[config.mk]
export PLATFORM = sky130hd
export DESIGN_NAME = hazard_ctrl
export DESIGN_NICKNAME = d
export VERILOG_FILES = /design/src/rtl/hazard_pkg.sv /design/src/rtl/fwd_select.sv /design/src/rtl/hazard_ctrl.sv
export SDC_FILE = /design/constraint.sdc
export NUM_CORES = 1
export LEC_CHECK = 0
export CORE_ASPECT_RATIO = 0.5
export CORE_MARGIN = 2
export CORE_UTILIZATION = 57
export CTS_BUF_LIST = sky130_fd_sc_hd__clkbuf_8
export DETAILED_ROUTE_END_ITERATION = 10
export GPL_TIMING_DRIVEN = 0
export PLACE_DENSITY = 0.88
export SYNTH_ARGS = -nofsm -noshare
export SYNTH_HDL_FRONTEND = slang
export SYNTH_SLANG_ARGS = --single-unit
[constraint.sdc]
create_clock -name clk -period 5.65 [get_ports clk]
set_input_delay 0.565 -clock clk [delete_from_list [all_inputs] [get_ports clk]]
set_output_delay 0.565 -clock clk [all_outputs]
set_load 0.02 [all_outputs]
[src/rtl/hazard_pkg.sv]
// Shared types and constants for the pipeline hazard controller and its forwarding selectors.
package hazard_pkg;

   typedef enum logic [1:0] {
      ST_FILL     = 2'd0,
      ST_RUN      = 2'd1,
      ST_MEM_WAIT = 2'd2,
      ST_HALT     = 2'd3
   } state_t;

   localparam logic [1:0] FWD_RF  = 2'b00;
   localparam logic [1:0] FWD_EX  = 2'b01;
   localparam logic [1:0] FWD_MEM = 2'b10;
   localparam logic [1:0] FWD_WB  = 2'b11;

   localparam int PC_IDX  = 15;
   localparam int CNT_W   = 16;
   localparam int STALL_W = 16;

   typedef struct packed {
      logic pc_le;
      logic if_id_le;
      logic pipe_le;
      logic s;
      logic flush;
   } ctrl_t;

   // Control words, fields in order {pc_le, if_id_le, pipe_le, s, flush}.
   localparam ctrl_t CTRL_FILL   = '{1'b1, 1'b1, 1'b1, 1'b1, 1'b0};
   localparam ctrl_t CTRL_PASS   = '{1'b1, 1'b1, 1'b1, 1'b0, 1'b0};
   localparam ctrl_t CTRL_FLUSH  = '{1'b1, 1'b1, 1'b1, 1'b0, 1'b1};
   localparam ctrl_t CTRL_BUBBLE = '{1'b0, 1'b0, 1'b1, 1'b1, 1'b0};
   localparam ctrl_t CTRL_FREEZE = '{1'b0, 1'b0, 1'b0, 1'b0, 1'b0};
   localparam ctrl_t CTRL_HALT   = '{1'b0, 1'b0, 1'b0, 1'b1, 1'b0};

   function automatic logic [STALL_W-1:0] sat_inc(input logic [STALL_W-1:0] v);
      return (&v) ? v : v + 1'b1;
   endfunction

endpackage

[src/rtl/fwd_select.sv]
// Operand forwarding select for one ID-stage source index; nearest producing stage wins.
module fwd_select
   import hazard_pkg::*;
#(
   parameter int REG_W = 4
) (
   input  logic [REG_W-1:0] src,
   input  logic [REG_W-1:0] ex_rd,
   input  logic             ex_we,
   input  logic             ex_load,
   input  logic [REG_W-1:0] mem_rd,
   input  logic             mem_we,
   input  logic [REG_W-1:0] wb_rd,
   input  logic             wb_we,
   output logic [1:0]       sel
);

   localparam logic [REG_W-1:0] PC_REG = REG_W'(PC_IDX);

   // A load in EX has no data yet, so it never forwards from EX.
   always_comb begin
      sel = FWD_RF;
      if (src != PC_REG) begin
         if (ex_we && !ex_load && (src == ex_rd))
            sel = FWD_EX;
         else if (mem_we && (src == mem_rd))
            sel = FWD_MEM;
         else if (wb_we && (src == wb_rd))
            sel = FWD_WB;
      end
   end

endmodule

[src/rtl/hazard_ctrl.sv]
// Pipeline sequencing controller: fill bubbles, load-use stall, branch flush, memory wait
// with timeout halt, and operand forwarding selects.
module hazard_ctrl
   import hazard_pkg::*;
#(
   parameter int REG_W    = 4,
   parameter int FILL_CYC = 4,
   parameter int TIMEOUT  = 15
) (
   input  logic               clk,
   input  logic               R,
   input  logic [REG_W-1:0]   ID_rn,
   input  logic [REG_W-1:0]   ID_rm,
   input  logic [REG_W-1:0]   ID_rd,
   input  logic               ID_use_rn,
   input  logic               ID_use_rm,
   input  logic               ID_use_rd,
   input  logic               ID_branch_taken,
   input  logic [REG_W-1:0]   EX_rd,
   input  logic [REG_W-1:0]   MEM_rd,
   input  logic [REG_W-1:0]   WB_rd,
   input  logic               EX_RF_enable,
   input  logic               MEM_RF_enable,
   input  logic               WB_RF_enable,
   input  logic               EX_load_instr,
   input  logic               MEM_Enable_signal,
   input  logic               mem_ready,
   output logic               PC_LE,
   output logic               IF_ID_LE,
   output logic               pipe_LE,
   output logic               S,
   output logic               IF_ID_flush,
   output logic [1:0]         fwd_A,
   output logic [1:0]         fwd_B,
   output logic [1:0]         fwd_C,
   output logic               mem_err,
   output logic [STALL_W-1:0] stall_count,
   output state_t             state_dbg
);

   state_t           state;
   logic [CNT_W-1:0] fill_cnt;
   logic [CNT_W-1:0] wait_cnt;
   logic             load_use;
   logic             mem_stall;
   ctrl_t            run_ctrl;
   ctrl_t            ctrl;

   assign load_use = EX_load_instr && EX_RF_enable &&
                     ((ID_use_rn && (ID_rn == EX_rd)) ||
                      (ID_use_rm && (ID_rm == EX_rd)) ||
                      (ID_use_rd && (ID_rd == EX_rd)));

   assign mem_stall = MEM_Enable_signal && !mem_ready;

   // Normal-flow arbitration: a freeze masks the load-use bubble, a bubble masks the flush.
   always_comb begin
      run_ctrl = CTRL_PASS;
      if (mem_stall)
         run_ctrl = CTRL_FREEZE;
      else if (load_use)
         run_ctrl = CTRL_BUBBLE;
      else if (ID_branch_taken)
         run_ctrl = CTRL_FLUSH;
   end

   always_comb begin
      ctrl = CTRL_FILL;
      case (state)
         ST_FILL:     ctrl = CTRL_FILL;
         ST_RUN:      ctrl = run_ctrl;
         ST_MEM_WAIT: ctrl = mem_ready ? run_ctrl : CTRL_FREEZE;
         ST_HALT:     ctrl = CTRL_HALT;
         default:     ctrl = CTRL_HALT;
      endcase
   end

   assign PC_LE       = ctrl.pc_le;
   assign IF_ID_LE    = ctrl.if_id_le;
   assign pipe_LE     = ctrl.pipe_le;
   assign S           = ctrl.s;
   assign IF_ID_flush = ctrl.flush;
   assign state_dbg   = state;

   always_ff @(posedge clk or posedge R) begin
      if (R) begin
         state       <= ST_FILL;
         fill_cnt    <= '0;
         wait_cnt    <= '0;
         stall_count <= '0;
         mem_err     <= 1'b0;
      end else begin
         if (((state == ST_RUN) || (state == ST_MEM_WAIT)) && !ctrl.pc_le)
            stall_count <= sat_inc(stall_count);

         case (state)
            ST_FILL: begin
               fill_cnt <= fill_cnt + 1'b1;
               if (fill_cnt == CNT_W'(FILL_CYC - 1))
                  state <= ST_RUN;
            end
            ST_RUN: begin
               if (mem_stall) begin
                  state    <= ST_MEM_WAIT;
                  wait_cnt <= CNT_W'(1);
               end
            end
            ST_MEM_WAIT: begin
               if (mem_ready) begin
                  state    <= ST_RUN;
                  wait_cnt <= '0;
               end else if (wait_cnt >= CNT_W'(TIMEOUT)) begin
                  state   <= ST_HALT;
                  mem_err <= 1'b1;
               end else begin
                  wait_cnt <= wait_cnt + 1'b1;
               end
            end
            ST_HALT: begin
               mem_err <= 1'b1;
            end
            default: begin
               state <= ST_HALT;
            end
         endcase
      end
   end

   fwd_select #(.REG_W(REG_W)) u_fwd_a (
      .src     (ID_rn),
      .ex_rd   (EX_rd),
      .ex_we   (EX_RF_enable),
      .ex_load (EX_load_instr),
      .mem_rd  (MEM_rd),
      .mem_we  (MEM_RF_enable),
      .wb_rd   (WB_rd),
      .wb_we   (WB_RF_enable),
      .sel     (fwd_A)
   );

   fwd_select #(.REG_W(REG_W)) u_fwd_b (
      .src     (ID_rm),
      .ex_rd   (EX_rd),
      .ex_we   (EX_RF_enable),
      .ex_load (EX_load_instr),
      .mem_rd  (MEM_rd),
      .mem_we  (MEM_RF_enable),
      .wb_rd   (WB_rd),
      .wb_we   (WB_RF_enable),
      .sel     (fwd_B)
   );

   fwd_select #(.REG_W(REG_W)) u_fwd_c (
      .src     (ID_rd),
      .ex_rd   (EX_rd),
      .ex_we   (EX_RF_enable),
      .ex_load (EX_load_instr),
      .mem_rd  (MEM_rd),
      .mem_we  (MEM_RF_enable),
      .wb_rd   (WB_rd),
      .wb_we   (WB_RF_enable),
      .sel     (fwd_C)
   );

endmodule

==> reports/results.txt, run 1 <==
WP data arrival: 2900 ps
initial antenna violation count: 0
slowest stage cell, crit path: clkdlybuf4s50_1
diodes inserted: 0
drt pass-1 iters: 4
port bufs: 65
kind of end point of the critical path: primary output
Peak Freq: 289 MHz
final hold viol count: 0
Max VDD drop: 326 uV
GPL Wtd Cong: 0.837
clock buffer depth: 2
grt ovf: 0
number of global-route vias before repair: 2556
DRC: 0
H-tree Lvls: 2
post-CTS sizing: 0
CTS tree: yes
slowest cell delay on critical path: 580 ps
Max Cap Violations: 0
I/O Pins: 66
die area: 5990 sq um
CP Data Required Time: 5090 ps
status: completed
Top Family by Delay on Critical Path: buffers and inverters
# Post-CTS Setup Buffers: 0
area grow syn2layout: 28.0%
crit path time final: 3460 ps
TritonCTS Sinks: 51
Slew Viols, Final: 0
vias per cell: 5.65
Synth warnings: 0
DIE HEIGHT: 55.7 microns
Final setup viols: 0
dominant cells by area after synthesis: dfrtp_1, xor2_1, xnor2_1
DPL Wire Length: 5290 microns
startpoint class of the critical path: register
Post-DRT Antenna Nets: 0
Tot Pwr: 1.47 mW
gr usage total: 24.1%
Hold Crit Start: stall_count[14]
post-synth top area share: 41.8%
Final nets: 428
Synth Register Bits: 51
slew margin rel.: 66.7%
first-pass GRT wire length: 11600 microns
worst skew pair latency: 310 ps
hold_buf cts: 0
Leakage: 1.63 nW
hold slack: 493 ps
dpl ws: 2280 ps
CTS buffer count: 5
crit path launch: state_dbg[1]
most used cell, CP: inv_1
Vias: 2567
Power Density: 378 nW/um^2
CORE AREA: 5040 sq um
RSZ-0062 raised after global routing: no
Hold Path Class: register to register
CP Class: register to primary output
final WL: 6980 microns
Wirelength per Cell: 15.4 microns
Critical Path, Cell by Cell: inv_1 > ha_1 > inv_1 > o21ai_0 > o21ai_1 > o21bai_2 > buf_6 > buf_4 > clkdlybuf4s50_1
CTS clk-pin slew, worst paths: 90 ps
fraction of layout instances using a drive strength above 1: 9.11%
Yosys cell types: 46
number of synthesized flops with an enable pin: 0
Starting DRT DRC Count: 87
Chip Width: 107 microns
Yosys top cell by area: dfrtp_1
syn nets: 355
Post-Synthesis Cell Area: 3050 sq um
Final WS setup: 2190 ps
Post-Syn Instances: 310
asr flop ratio synth: 100%
filler instances: 339
most frequent cell after synthesis: dfrtp_1
row count: 18
FF-to-FF Start: state_dbg[0]
sequential cell area fraction in the yosys report: 41.8%
TNS Setup: 0 ps
most frequent cells after synthesis: dfrtp_1, xor2_1, nor2_1, xnor2_1, nand2_1
Buffers & Inverters on Critical Path: 5
initial core utilization: 60.5%
most frequently used flop master after synthesis: dfrtp_1
Worst-Margin Slew: 495 ps
Avg Inst Size Synth: 9.84 sq um
largest net degree at the start of global routing: 38
Worst Path Max Fanout: 11
Setup Skew: 10.7 ps
Root Buffer: clkbuf_8
crit share post-route: 61.3%
-- flip-flops by register name, summed over array words and instances, names as in the netlist --
register / cells
wait_cnt: 16
stall_count: 16
state_dbg: 2
fill_cnt: 16
mem_err: 1
-- stage by stage --
stage          util (%)  std cells  instance area (sq um)
3_5_place_dp       75.5        446                   3810
4_1_cts            77.4        454                   3900
2_1_floorplan         -        310                   3050
5_1_grt            77.4        454                   3900
6_report           77.4        454                   3900
3_3_place_gp       75.1        445                   3790
-- power breakdown --
part           internal (mW)  total, mW  switching [mW]
registers              0.441      0.533          0.0929
logic                  0.319      0.720           0.400
clock network         0.0988      0.221           0.122
-- layout by cell type (no fill, tap or decap), drive strengths merged, types with 11 or more instances in the layout --
cell           count
nand3             18
xor2              37
nand4             11
dfrtp             51
clkdlybuf4s50     65
nor4              13
nand2             19
nor2              31
xnor2             31
nor3              17
-- routing by layer --
metal	up-vias	wire length [microns]	GRT usage, %	share of wire, %
met5	-	0	0	0
met4	0	104	7.14	1.5
met3	11	291	3.28	4.2
met2	65	3580	43.3	51
met1	1261	3000	30.4	43
li1	1230	-	-	-
-- area by class of cell --
type                       instances  area [sq um]  share of cell area [%]
multi-input combinational        244          1700                    43.4
sequential                        51          1280                    32.7
timing repair buffer              66           671                    17.2
tap                               70          87.6                    2.24
clock buffer                       6          82.6                    2.12
buffer                             6          45.0                    1.15
inverter                           9          33.8                   0.865
clock inverter                     2          12.5                   0.321
-- logic make-up after synthesis --
| kind of cell | after synthesis | synth area share, % |
|---|---|---|
| AOI/OAI and AO/OA | 29 | 6.36 |
| adders and majority gates | 9 | 3.69 |
| buffers and inverters | 15 | 2.58 |
| and+or+nand+nor | 134 | 24.4 |
| xor gates and xnor gates | 68 | 19.8 |
| muxes | 4 | 1.39 |
| DFF | 51 | 41.8 |
-- worst paths after layout --
kind / end / slack (ps) / depth (start not counted)
worst max-delay path: PC_LE / 2190 / 9
worst min-delay path: stall_count[14] / 490 / 1
worst max register to register: stall_count[1] / 3360 / 8
worst min register to register: stall_count[14] / 490 / 1
max in group asynchronous: wait_cnt[3] / 4610 / 3
min in group asynchronous: stall_count[4] / 530 / 2
No activity file was read; power rests on OpenSTA's default activity.
==> inputs of run 2 (changes only) <==
--- a/config.mk
+++ b/config.mk
@@ -7,11 +7,11 @@
 export LEC_CHECK = 0
 export CORE_ASPECT_RATIO = 0.5
 export CORE_MARGIN = 2
-export CORE_UTILIZATION = 57
+export CORE_UTILIZATION = 53
 export CTS_BUF_LIST = sky130_fd_sc_hd__clkbuf_8
 export DETAILED_ROUTE_END_ITERATION = 10
 export GPL_TIMING_DRIVEN = 0
-export PLACE_DENSITY = 0.88
+export PLACE_DENSITY = 0.83
 export SYNTH_ARGS = -nofsm -noshare
 export SYNTH_HDL_FRONTEND = slang
 export SYNTH_SLANG_ARGS = --single-unit
==> constraint.sdc (replaced) <==
create_clock -name clk -period 3.6 [get_ports clk]
set_input_delay 0.36 -clock clk [delete_from_list [all_inputs] [get_ports clk]]
set_output_delay 0.36 -clock clk [all_outputs]
set_load 0.02 [all_outputs]
==> run 2 against run 1 <==
Register-to-register slack got worse by 2000 ps. Die area increased by 7.1%. Non-clock buffer count is the same. Largest cell class unchanged.
==> reports/results.txt, run 2 (same netlist as run 1, synthesis figures left out) <==
TNS Setup: 0 ps
grt ovf: 0
Final nets: 428
final core utilization: 70.8%
slowest cell delay on critical path: 620 ps
number of global-route vias before repair: 2467
area grow syn2layout: 28.1%
RSZ-0062 raised after global routing: no
row count: 19
placed cells: 449
diodes inserted: 0
worst skew pair latency: 300 ps
Internal: 1.35 mW
most used cell, CP: inv_1
Critical Path, Cell by Cell: inv_1 > ha_1 > inv_1 > o21ai_0 > o21ai_1 > o21bai_2 > buf_6 > buf_4 > clkdlybuf4s50_1
largest net degree at the start of global routing: 36
sequential power share: 36.3%
Post-DRT Antenna Nets: 0
status: completed
slowest stage cell, crit path: clkdlybuf4s50_1
final cell count without fillers: 457
filler instances: 424
GPL Wtd Cong: 0.833
slew margin rel.: 73.0%
drt pass-1 iters: 5
CTS tree: yes
Chip Width: 111 microns
clock network power share: 14.9%
vias per cell: 5.49
DRC: 0
Worst-Margin Slew: 402 ps
CP Data Required Time: 3240 ps
Largest regs: fill_cnt x16, stall_count x16, wait_cnt x16
port bufs: 65
fraction of layout instances using a drive strength above 1: 9.11%
placed cell area: 3810 sq um
Setup Skew: 9.60 ps
clock buffer depth: 2
Slew Viols, Final: 0
Switching Share: 41.2%
H-tree Lvls: 2
hold_buf cts: 0
startpoint class of the critical path: register
Final WS setup: 386 ps
Max Cap Violations: 0
gr usage total: 22.0%
CORE AREA: 5520 sq um
CTS buffer count: 5
Power Density: 587 nW/um^2
Final setup viols: 0
Leakage: 1.63 nW
WP data arrival: 2850 ps
final WL: 6700 microns
post-CTS sizing: 0
P_sw: 945 uW
initial antenna violation count: 0
commonest non-fill, non-tap cell in the layout: clkdlybuf4s50_1
TritonCTS Sinks: 51
hold slack: 345 ps
Peak Freq: 311 MHz
Vias: 2511
kind of end point of the critical path: primary output
Tot Pwr: 2.29 mW
CTS clk-pin slew, worst paths: 100 ps
crit path time final: 3210 ps
initial core utilization: 55.3%
Starting DRT DRC Count: 130
Max VDD drop: 477 uV
crit share post-route: 89.3%
die area: 6420 sq um
DIE HEIGHT: 57.6 microns
final instance area: 3910 sq um
Root Buffer: clkbuf_8
commonest non-fill, non-tap cells in the layout: clkdlybuf4s50_1, dfrtp_1, xor2_1, xnor2_1, nor2_1
Worst Path Max Fanout: 11
final hold viol count: 0
Comb power frac: 48.8%
I/O Pins: 66
CP Class: register to primary output
Hold Path Class: input pin to asynchronous set/reset pin
DPL Wire Length: 5260 microns
# Post-CTS Setup Buffers: 0
Wirelength per Cell: 14.7 microns
dpl ws: 638 ps
first-pass GRT wire length: 11500 microns
[run 2: cell counts in the layout (fill, tap and decap cells not counted)]
No cell type changed its count.
[run 2: power groups by stage]
stage | clock network [mW] | registers [mW] | logic, mW
2_1_floorplan | 0 | 0.904 | 0.626
3_3_place_gp | 0 | 0.834 | 1.08
3_5_place_dp | 0 | 0.841 | 1.12
4_1_cts | 0.349 | 0.831 | 1.13
5_1_grt | 0.371 | 0.854 | 1.23
6_report | 0.342 | 0.833 | 1.12
[run 2: area by class of cell]
class / count / area (sq um) / share of cell area [%]
plain buffers: 6 / 45.0 / 1.15
clock buffers: 6 / 82.6 / 2.11
clock inverters: 2 / 12.5 / 0.320
inverters: 9 / 33.8 / 0.865
multi-input cells: 244 / 1700 / 43.4
flip-flops and latches: 51 / 1280 / 32.7
well taps: 73 / 91.3 / 2.34
repair buffers: 66 / 671 / 17.2
[run 2: per-layer routing]
metal / global-route usage, % / wire [microns] / vias up
li1: - / - / 1226
met1: 28.7 / 3000 / 1218
met2: 40.6 / 3380 / 61
met3: 3.14 / 256 / 6
met4: 4.23 / 57 / 0
met5: 0 / 0 / -
[run 2: worst paths after layout]
kind                       cells past startpoint    startpoint  slack [ps]        endpoint
min in group clk                               1       mem_err         490         mem_err
setup / recovery                               9  state_dbg[1]         390           PC_LE
setup reg to reg                               8  state_dbg[0]        1410  stall_count[1]
hold / removal                                 2             R         350  stall_count[1]
max in group asynchronous                      3             R        2740    wait_cnt[10]
hold reg to reg                                1       mem_err         490         mem_err
[run 2: worst max-delay path: cells and delay by family (launching register included)]
kind	cells	cell delay, ps
buf+inv	5	1180
fa+ha+maj	1	210
flops	1	430
compound gates	3	750
==> inputs of run 3 (changes only) <==
--- a/config.mk
+++ b/config.mk
@@ -6,7 +6,7 @@
 export NUM_CORES = 1
 export LEC_CHECK = 0
 export CORE_ASPECT_RATIO = 0.5
-export CORE_MARGIN = 2
+export CORE_MARGIN = 3
 export CORE_UTILIZATION = 53
 export CTS_BUF_LIST = sky130_fd_sc_hd__clkbuf_8
 export DETAILED_ROUTE_END_ITERATION = 10
==> run 3 against run 2 <==
Die area up 5.3%. Register-to-register slack worse by 20 ps. Via count up 0.88%. Largest power group unchanged. Critical path type unchanged. Global-route usage down 0.40 points. Combinational power about the same. Non-clock buffer count unchanged.
==> reports/results.txt, run 3 (same netlist as run 1, synthesis figures left out) <==
status: completed
fraction of layout instances using a drive strength above 1: 9.38%
Slew Viols, Final: 0
vias per cell: 5.58
Largest regs: fill_cnt x16, stall_count x16, wait_cnt x16
final hold viol count: 0
commonest non-fill, non-tap cells in the layout: clkdlybuf4s50_1, dfrtp_1, xor2_1, xnor2_1, nor2_1
slew margin rel.: 71.5%
number of global-route vias before repair: 2536
CP Data Required Time: 3240 ps
TritonCTS Sinks: 51
Leakage: 1.64 nW
filler instances: 385
clock network power share: 16.7%
GPL Wtd Cong: 0.840
initial antenna violation count: 0
sequential power share: 35.5%
Setup Skew: 5.23 ps
Power Density: 600 nW/um^2
Worst Path Max Fanout: 11
Internal: 1.40 mW
# Post-CTS Setup Buffers: 0
diodes inserted: 0
commonest non-fill, non-tap cell in the layout: clkdlybuf4s50_1
CTS clk-pin slew, worst paths: 90 ps
slowest stage cell, crit path: clkdlybuf4s50_1
Chip Width: 113 microns
Hold Path Class: input pin to asynchronous set/reset pin
met2 routed WL: 3470 microns
Max VDD drop: 545 uV
DIE HEIGHT: 59.6 microns
hold_buf cts: 0
Comb power frac: 47.9%
Max Cap Violations: 0
initial core utilization: 58.4%
die area: 6760 sq um
most used cell, CP: inv_1
WL met1: 3060 microns
H-tree Lvls: 2
Vias: 2533
clock buffer depth: 2
Final setup viols: 0
slowest cell delay on critical path: 590 ps
Peak Freq: 312 MHz
port bufs: 65
hold slack: 332 ps
CP Class: register to primary output
drt pass-1 iters: 4
startpoint class of the critical path: register
WP data arrival: 2850 ps
Starting DRT DRC Count: 124
highest metal layer with signal wires: met4
DPL Wire Length: 5310 microns
crit path time final: 3210 ps
row count: 18
gr usage total: 21.6%
Critical Path, Cell by Cell: inv_1 > ha_1 > inv_1 > o21ai_0 > o21ai_1 > o21bai_2 > buf_6 > buf_4 > clkdlybuf4s50_1
final WL: 6910 microns
post-CTS sizing: 0
RSZ-0062 raised after global routing: no
CTS tree: yes
DRC: 0
area grow syn2layout: 28.5%
TNS Setup: 0 ps
first-pass GRT wire length: 11800 microns
P_sw: 952 uW
met3 WL post-DR: 326 microns
Post-DRT Antenna Nets: 0
grt ovf: 0
Tot Pwr: 2.35 mW
kind of end point of the critical path: primary output
I/O Pins: 66
crit share post-route: 89.0%
largest net degree at the start of global routing: 38
Switching Share: 40.5%
Wirelength per Cell: 15.2 microns
CORE AREA: 5230 sq um
Worst-Margin Slew: 424 ps
worst skew pair latency: 300 ps
CTS buffer count: 5
Final nets: 428
Root Buffer: clkbuf_8
run 3: changes by cell type in the layout (fill, tap and decap cells not counted), sizes merged:
cell	previous run	this run
bufinv	0	1
clkbuf	8	7
clkinv	1	2
inv	10	9
run 3: worst paths after layout:
path | start | cells after the start | slack, ps | endpoint
worst max-delay path | state_dbg[1] | 9 | 390 | PC_LE
worst min-delay path | R | 2 | 330 | fill_cnt[9]
worst max register to register | state_dbg[0] | 8 | 1390 | stall_count[1]
worst min register to register | stall_count[14] | 1 | 500 | stall_count[14]
max in group asynchronous | R | 3 | 2770 | wait_cnt[12]
min in group clk | stall_count[14] | 1 | 500 | stall_count[14]
run 3: power by group through the flow:
stage / combinational (mW) / clock [mW] / sequential, mW
2_1_floorplan: 0.626 / 0 / 0.904
4_1_cts: 1.14 / 0.403 / 0.833
3_5_place_dp: 1.13 / 0 / 0.843
3_3_place_gp: 1.08 / 0 / 0.835
5_1_grt: 1.23 / 0.432 / 0.858
6_report: 1.13 / 0.392 / 0.835
run 3: cell type report:
class	count	area [sq um]	share of cell area, %
clock inverters	3	43.8	1.12
well taps	70	87.6	2.23
clock buffers	5	68.8	1.75
inverters	9	33.8	0.862
multi-input cells	244	1700	43.2
plain buffers	6	45.0	1.15
repair buffers	66	671	17.1
flip-flops and latches	51	1280	32.5
run 3: per-layer routing:
| metal | GRT usage [%] | vias up |
|---|---|---|
| met3 | 4.89 | 4 |
| li1 | - | 1227 |
| met2 | 38.6 | 64 |
| met1 | 27.9 | 1238 |
| met4 | 3.77 | 0 |
| met5 | 0 | - |
run 3: per-stage QoR:
stage	cell area (sq um)	util (%)	instances	setup WS [ps]
floorplan	3050	-	310	1520
global placement	3790	72.5	445	734
detailed placement	3810	72.9	446	666
CTS	3920	75.0	454	366
global route	3920	75.0	454	147
finish	3920	75.0	454	395
run 3: critical path: cells and delay by family, from the launching register on:
| family | cells | cell delay [ps] |
|---|---|---|
| compound gates | 3 | 780 |
| fa+ha+maj | 1 | 210 |
| buf+inv | 5 | 1140 |
| flops | 1 | 420 |
==> patch 1, RTL diff (config.mk and constraints of run 2) <==
`CNT_W`: 16 -> 32.
--- a/src/rtl/hazard_pkg.sv
+++ b/src/rtl/hazard_pkg.sv
@@ -15,5 +15,5 @@
 
    localparam int PC_IDX  = 15;
-   localparam int CNT_W   = 16;
+   localparam int CNT_W   = 32;
    localparam int STALL_W = 16;
 
Behaviour: no difference found for any inputs over 10 cycles, from zero or initial values; that may be too few to reach the edited logic, so the function may still have changed.
==> patch 1 against run 2 <==
Via count rose by 32%; die area rose by 40%; worst setup slack worse by 0.0065 ns; global-route usage hardly changed; sequential cell count up 32; core utilization is 3.7 points lower; wire length is 38% higher; total power fell by 24%; area after synthesis grew 42%; final area grew 37%.
==> patch 1: results (changes against run 2) <==
[global_routing]
grt_pass1_wl_um = 15500  ; was 11500 um
grt_start_max_net_pins = 46  ; was 36
grt_use_total_pct = 22.0  ; about the same

[route]
routed_wl_um = 9280  ; was 6700 um
drt_iter0_drc = 234  ; was 130
dr.pass1.iters = 4  ; was 5
num_vias = 3325  ; was 2511
wl_per_cell_um = 15.0  ; was 14.7 um

[logic_synthesis]
yosysSeqAreaShare_pct = 47.9  ; was 41.8%
synth.avg_cell_area_um2 = 10.2  ; was 9.84 um2
synth_fp_nets = 471  ; was 355
yosys-top-cells-count = dfrtp_1 (83), xor2_1 (42), xnor2_1 (41), nor2_1 (29), and2_1 (28)  ; was dfrtp_1 (51), xor2_1 (37), nor2_1 (30), xnor2_1 (30), nand2_1 (19)
synth_area_leaders = dfrtp_1 (48%), xor2_1 (8.5%), xnor2_1 (8.3%), and2_1 (4.0%), nand4_1 (3.6%)  ; was dfrtp_1 (42%), xor2_1 (11%), xnor2_1 (8.6%), ha_1 (3.7%), nor2_1 (3.7%)
ys_types = 42  ; was 46

[worst_hold_path]
hold_path_class = in2async  ; unchanged

[status]
status = finished clean  ; unchanged

[pwr]
ir_drop_mv = 0.184  ; was 0.477 mV
power_leakage_nw = 2.43  ; was 1.63 nW

[clocking]
htree_levels = 3  ; was 2
clock_latency_ns = 0.36  ; was 0.30 ns
numCtsBuffers = 9  ; was 5
clkTransAtPathRegs_ns = 0.08  ; was 0.10 ns

[worst_setup_path]
crit_path_max_fanout = 10  ; was 11
r2r_cells = 8  ; unchanged
crit_start = ID_rm[1]  ; was state_dbg[1]

[place]
routabilityCongestion = 0.900  ; was 0.833
hpwl_um = 6860  ; was 5260 um
dpl.cell_count = 604  ; was 449

[cells_and_area]
drive_above_1_share_pct = 5.93  ; was 9.11%
fin_nets = 548  ; was 428
diodes = 0  ; unchanged
fillCellCount = 628  ; was 424
reg_top3 = fill_cnt (32), wait_cnt (32), stall_count (16)  ; was fill_cnt (16), stall_count (16), wait_cnt (16)

[sta]
worstMarginPinSlew_ns = 0.509  ; was 0.402 ns
finClkSkew_ns = 0.00853  ; was 0.00960 ns

[patch 1: cell count changes in the layout (fill, tap and decap cells not counted), moves of 9 or more]
cell and change:
nor4_1 +9, nand4_1 +15, and3_1 +9, dfrtp_1 +32, xnor2_1 +11, and2_1 +27
[patch 1: per-stage QoR]
| step | cell area, um2 | setup WS, ns | TNS, ns |
|---|---|---|---|
| 3_5_place_dp | 5160 | 0.421 | 0 |
| 2_1_floorplan | 4340 | 1.10 | 0 |
| 3_3_place_gp | 5130 | -0.141 | -11.40 |
| 6_report | 5360 | 0.380 | 0 |
| 5_1_grt | 5360 | 0.187 | 0 |
| 4_1_cts | 5360 | 0.383 | 0 |
[patch 1: final timing paths]
path                                        end  slack [ns]
min in group clk                   wait_cnt[31]        0.49
worst max register to register  stall_count[12]        1.22
max in group asynchronous        stall_count[8]        2.63
worst min-delay path               wait_cnt[19]        0.39
worst min register to register     wait_cnt[31]        0.49
worst max-delay path                      PC_LE        0.38
[patch 1: worst max-delay path, cell delays in order]
cell and delay (ns):
clkdlybuf4s50_1 0.51, xor2_1 0.19, nor4_1 0.41, nand4_1 0.21, nand4b_2 0.25, buf_6 0.18, nand2b_1 0.08, buf_4 0.13
clkdlybuf4s50_1 0.53
[patch 1: final cells by class]
class | instances | area [um2] | area share, %
inverters | 13 | 51.3 | 0.958
plain buffers | 8 | 43.8 | 0.818
clock inverters | 5 | 72.6 | 1.35
clock buffers | 9 | 124 | 2.31
well taps | 112 | 140 | 2.62
flip-flops and latches | 83 | 2080 | 38.8
multi-input cells | 322 | 2170 | 40.5
repair buffers | 66 | 678 | 12.7
[patch 1: where the power goes]
| group | switching [mW] | internal (mW) | leakage [nW] |
|---|---|---|---|
| sequential | 0 | 0.932 | 1.13 |
| clock | 0.312 | 0.377 | 0.108 |
| combinational | 0.0671 | 0.0656 | 1.19 |
[patch 1: logic make-up (layout without fill, tap and decap cells)]
| family | after synthesis | in the layout | share of synthesized area, % |
|---|---|---|---|
| AOI/OAI and AO/OA | 22 | 22 | 3.00 |
| xor gates and xnor gates | 83 | 83 | 16.8 |
| adders and majority gates | 9 | 9 | 2.60 |
| buffers and inverters | 21 | 101 | 2.13 |
| DFF | 83 | 83 | 47.9 |
| muxes | 4 | 4 | 1.07 |
| and+or+nand+nor | 204 | 204 | 26.6 |
[patch 1: metal layers]
layer | wire, um | vias to the layer above | GRT usage (%)
met5 | 0 | - | 0
met3 | 331 | 18 | 6.52
li1 | - | 1640 | -
met2 | 4340 | 55 | 36.4
met1 | 4460 | 1612 | 28.6
met4 | 147 | 0 | 7.20
